**src/rtl/sseg_scan_driver.sv**
```systemverilog
// Time-multiplexed 4-digit common-anode seven-segment driver with per-frame input snapshot.
// Optional leading-zero blanking is enabled by defining LEADING_ZERO_BLANK_EN.
module sseg_scan_driver #(
    parameter int unsigned PRESCALE = 100000,
    parameter int unsigned BLANK    = 16
) (
    input  logic       clk,
    input  logic       rst_n,
    input  logic [3:0] one,
    input  logic [3:0] ten,
    input  logic [3:0] hunnid,
    input  logic [3:0] thousand,
    output logic [3:0] seg_an,
    output logic [6:0] seg_cat,
    output logic       frame_tick
);

    localparam int unsigned CNT_W = (PRESCALE > 1) ? $clog2(PRESCALE) : 1;

    logic [CNT_W-1:0] cnt;
    logic [1:0]       dig;
    logic [15:0]      snap;
    logic             load_pending;

    logic       slot_end_c;
    logic       capture_c;
    logic       blank_c;
    logic       lz_blank_c;
    logic [3:0] cur_digit_c;

    // Active-high gfedcba pattern; non-BCD codes show a dash
    function automatic logic [6:0] decode(input logic [3:0] v);
        logic [6:0] p;
        case (v)
            4'd0:    p = 7'h3F;
            4'd1:    p = 7'h06;
            4'd2:    p = 7'h5B;
            4'd3:    p = 7'h4F;
            4'd4:    p = 7'h66;
            4'd5:    p = 7'h6D;
            4'd6:    p = 7'h7D;
            4'd7:    p = 7'h07;
            4'd8:    p = 7'h7F;
            4'd9:    p = 7'h6F;
            default: p = 7'h40;
        endcase
        return p;
    endfunction

    always_comb begin
        slot_end_c = (cnt == CNT_W'(PRESCALE - 1));
        capture_c  = load_pending || (slot_end_c && (dig == 2'd3));
        blank_c    = (32'(cnt) < BLANK);
        case (dig)
            2'd0:    cur_digit_c = snap[3:0];
            2'd1:    cur_digit_c = snap[7:4];
            2'd2:    cur_digit_c = snap[11:8];
            default: cur_digit_c = snap[15:12];
        endcase
    end

`ifdef LEADING_ZERO_BLANK_EN
    // A digit is a leading zero when it and every higher digit are zero
    always_comb begin
        case (dig)
            2'd3:    lz_blank_c = (snap[15:12] == 4'd0);
            2'd2:    lz_blank_c = (snap[15:8] == 8'd0);
            2'd1:    lz_blank_c = (snap[15:4] == 12'd0);
            default: lz_blank_c = 1'b0;
        endcase
    end
`else
    always_comb begin
        lz_blank_c = 1'b0;
    end
`endif

    // Slot/digit scan, frame snapshot and registered display outputs
    always_ff @(posedge clk) begin
        if (!rst_n) begin
            cnt          <= '0;
            dig          <= 2'd0;
            snap         <= 16'h0000;
            load_pending <= 1'b1;
            seg_an       <= 4'b1111;
            seg_cat      <= 7'b1111111;
            frame_tick   <= 1'b0;
        end else begin
            if (slot_end_c) begin
                cnt <= '0;
                dig <= dig + 2'd1;
            end else begin
                cnt <= cnt + CNT_W'(1);
            end

            if (capture_c) begin
                snap <= {thousand, hunnid, ten, one};
            end
            load_pending <= 1'b0;
            frame_tick   <= capture_c;

            if (blank_c) begin
                seg_an  <= 4'b1111;
                seg_cat <= 7'b1111111;
            end else begin
                seg_an  <= ~(4'b0001 << dig);
                seg_cat <= lz_blank_c ? 7'b1111111 : ~decode(cur_digit_c);
            end
        end
    end

endmodule

```
**config.mk**
```make
export PLATFORM = sky130hd
export DESIGN_NAME = sseg_scan_driver
export DESIGN_NICKNAME = d
export VERILOG_FILES = /design/src/rtl/sseg_scan_driver.sv
export SDC_FILE = /design/constraint.sdc
export NUM_CORES = 1
export LEC_CHECK = 0
export CAP_MARGIN = 30
export CORE_MARGIN = 4
export CORE_UTILIZATION = 50
export DETAILED_ROUTE_END_ITERATION = 7
export PLACE_DENSITY_LB_ADDON = 0.1
export SYNTH_ARGS = -nofsm -noshare
export SYNTH_HDL_FRONTEND = slang
export SYNTH_SLANG_ARGS = --single-unit
```
**constraint.sdc**
```tcl
create_clock -name clk -period 3.9 [get_ports clk]
set_input_delay 0.39 -clock clk [delete_from_list [all_inputs] [get_ports clk]]
set_output_delay 0.39 -clock clk [all_outputs]
set_load 0.01 [all_outputs]
```
==> summary.txt <==
Synth
  • Synth cell types: between 40 and 50
  • FF+latch count, synth: 48
  • Avg Cell Area, Syn: just over 9 um2
  • Mapped Area: roughly 2300 um2
  • Yosys warning total: 0
  • Post-synth EDFFs: 0
  • Asr flop ratio synth: 0
  • Synth top area cells: dfxtp_1, mux2i_1, nand2_1
  • Largest area contributor in the netlist: dfxtp_1
  • Post-Syn Nets: approximately 270
  • Seq/Total Area, Yosys: 0.424
  • Synthesized netlist cell count: 243
  • Top-area cell type share of the netlist area: 0.424
  • Most common flop cell mapped by yosys: dfxtp_1

Flow run
  • MaxCap Viol Count: 0

STA
  • Slew Viols, Final: 0
  • Final Setup Violations: 0
  • Period utilization: 0.555
  • Setup TNS: 0 ns
  • Unrepaired setup endpoints after global routing: no
  • Final hold violations: 0
  • Tightest Pin Transition: 0.495 ns
  • Skew final: slightly above 0.004 ns
  • Final min period: 2.16 ns
  • Worst rel slew slack: 0.661
  • Fmax: roughly 0.46 GHz

Worst setup path
  • R2r setup slk: approximately 1.7 ns
  • Crit. End Element: flop
  • Worst setup SP type: flop
  • Launch point of the worst reg-to-reg path: dig[0]
  • Worst EP arrival: ~2.3 ns
  • R2R Path End: seg_cat[1]
  • R2R depth: 7
  • Crit path max fanout: 6
  • Critical setup path kind: flop to flop
  • Crit path required time: 4.07 ns

Layout
  • Layout Nets: 302
  • Share of cells above drive strength 1: 0.0806
  • Antenna Diode Count: 0
  • Synth-to-Final Area Change: 17.9%
  • Share of the core filled with cells: 0.610

Placed design
  • Post-DP HPWL: 3080 um
  • PortBufs: 29
  • RD Place Congestion: about 0.82

Route
  • DRC marker count from the first detailed-route iteration: ~110
  • Vias per cell: 5.26
  • DR WL/cell: roughly 13 um
  • Post-route antenna net violation count: 0
  • Via Count: 1,708
  • Final WL: between 4000 and 5000 um
  • DRC viols: 0
  • First-pass detailed-route iteration total: 4

GRT
  • Antenna violations before repair: 0
  • Vias in the first global route: 1,452
  • GRT Residual Overflow: 0
  • First-pass GRT wire length: between 6000 and 7000 um
  • Pin count of the biggest net entering global routing: 36
  • Total GRT Usage: 0.163

Clock tree
  • Reg clk slew, reported paths: 0.08 ns
  • CTS tree: built
  • Clk sinks: 48
  • Later-pin clock latency in the skew report: approximately 0.30 ns
  • TritonCTS Buffers: 5
  • Hold_buf cts: 0
  • Post-CTS Resized: 0
  • H-tree depth: 2
  • CTS max path bufs: 2
  • Setup bufs post-CTS: 0
  • CTS root buffer: clkbuf_8

Floorplanning
  • Rows: 24
  • Die area: about 5700 um2
  • Die H: between 70 and 80 um
  • Top-Level Pins: 30
  • Area of the core: 4380 um2
  • Initial Utilization: 0.517
  • Die width: about 75 um

Worst hold path
  • Hold endpoint: snap[13]
  • Hold depth: 2
  • Hold Path Origin: snap[13]
  • Hold WC Path Type: flop to flop

Pwr
  • Leak: roughly 0.0010 uW
  • Peak VDD IR: about 0.00021 V
  • Pwr Total: 904 uW
  • Total power per unit cell area: about 340 nW/um2

Run status
  • Status: finished, final reports clean
==> layout make-up <==
cell class	instances	area (um2)
Sequential cell	48	961
Inverter	15	56.3
Clock buffer	7	96.3
Multi-Input combinational cell	172	1190
Tap cell	52	65.1
Fill cell	419	1710
Timing Repair Buffer	31	305
==> worst max-delay path by stage <==
stage | start | to | slack [ns] | cells past startpoint
after CTS | dig[0] | seg_cat[4] | 1.76 | 7
after global routing | dig[0] | seg_cat[0] | 1.62 | 8
after global placement | rst_n | seg_cat[3] | 1.59 | 6
final | dig[0] | seg_cat[1] | 1.74 | 7
after floorplan | dig[0] | seg_cat[4] | 1.99 | 7
after detailed placement | rst_n | seg_cat[3] | 1.54 | 6
==> per-stage QoR <==
step	std cells	cell area [um2]	hold slack, ns	setup WS, ns
3_3_place_gp	318	2580	0.445	1.59
4_1_cts	325	2680	0.472	1.76
5_1_grt	325	2680	0.493	1.62
3_5_place_dp	318	2580	0.454	1.54
2_1_floorplan	243	2270	0.430	1.99
6_report	325	2680	0.465	1.74
==> cell families after synthesis <==
kind of cell / count (synthesis) / synth area share
buffers and inverters: 23 / 0.0513
AO/OA/AOI/OAI: 27 / 0.0910
XOR/XNOR: 13 / 0.0502
AND/OR/NAND/NOR: 98 / 0.215
flip-flops: 48 / 0.424
multiplexers: 23 / 0.109
adder cells (fa/ha/maj): 11 / 0.0607
==> Yosys cell counts (2+ instances only) <==
master / number
a21oi_1: 7
a222oi_1: 3
a22oi_1: 2
a2bb2oi_1: 3
and2_1: 2
and3_1: 2
buf_2: 2
clkbuf_1: 3
dfxtp_1: 48
ha_1: 11
inv_1: 14
mux2_1: 2
mux2i_1: 19
nand2_1: 42
nand3_1: 7
nand4_1: 5
nor2_1: 21
nor3_1: 7
nor4_1: 4
o21ai_1: 5
xnor2_1: 10
xor2_1: 3
==> per-layer routing <==
metal	global-route usage	routed length, um	up-vias
li1	-	-	888
met1	0.239	2160	781
met2	0.225	1750	35
met3	0.0554	214	4
met4	0.0524	55	0
met5	0	0	-
==> worst max-delay path, stage by stage (launching register included) <==
cell and delay [ns]:
dfxtp_1 0.41, inv_1 0.10, ha_1 0.28, a222oi_1 0.54, mux2i_4 0.17, ha_1 0.35
and2_1 0.13, o21ai_1 0.05
==> power by group <==
part / total [uW] / internal, uW / switching, uW
registers: 513 / 504 / 8.72
clock network: 310 / 158 / 152
logic: 81.4 / 41.5 / 39.9
total: 904 / 703 / 200
==> sequential cells by signal, summed over array words and instances, names as in the netlist <==
name          cells
seg_cat           7
load_pending      1
snap             16
seg_an            4
cnt              17
frame_tick        1
dig               2
==> cells in the final DEF, fill, tap and decap left out, types with 2 or more instances in the layout <==
cell / instances
nor2_1: 21
nand4_1: 5
o21ai_1: 5
clkbuf_8: 7
mux2i_1: 19
inv_1: 14
xnor2_1: 10
clkdlybuf4s50_1: 29
xor2_1: 3
dfxtp_1: 48
mux2_1: 2
nor3_1: 7
a2bb2oi_1: 3
nand2_1: 42
ha_1: 11
nor4_1: 4
a21oi_1: 7
a22oi_1: 2
buf_4: 2
nand3_1: 7
a222oi_1: 3
and2_1: 2
and3_1: 2
Note: power is estimated with default switching activity, not from simulation.
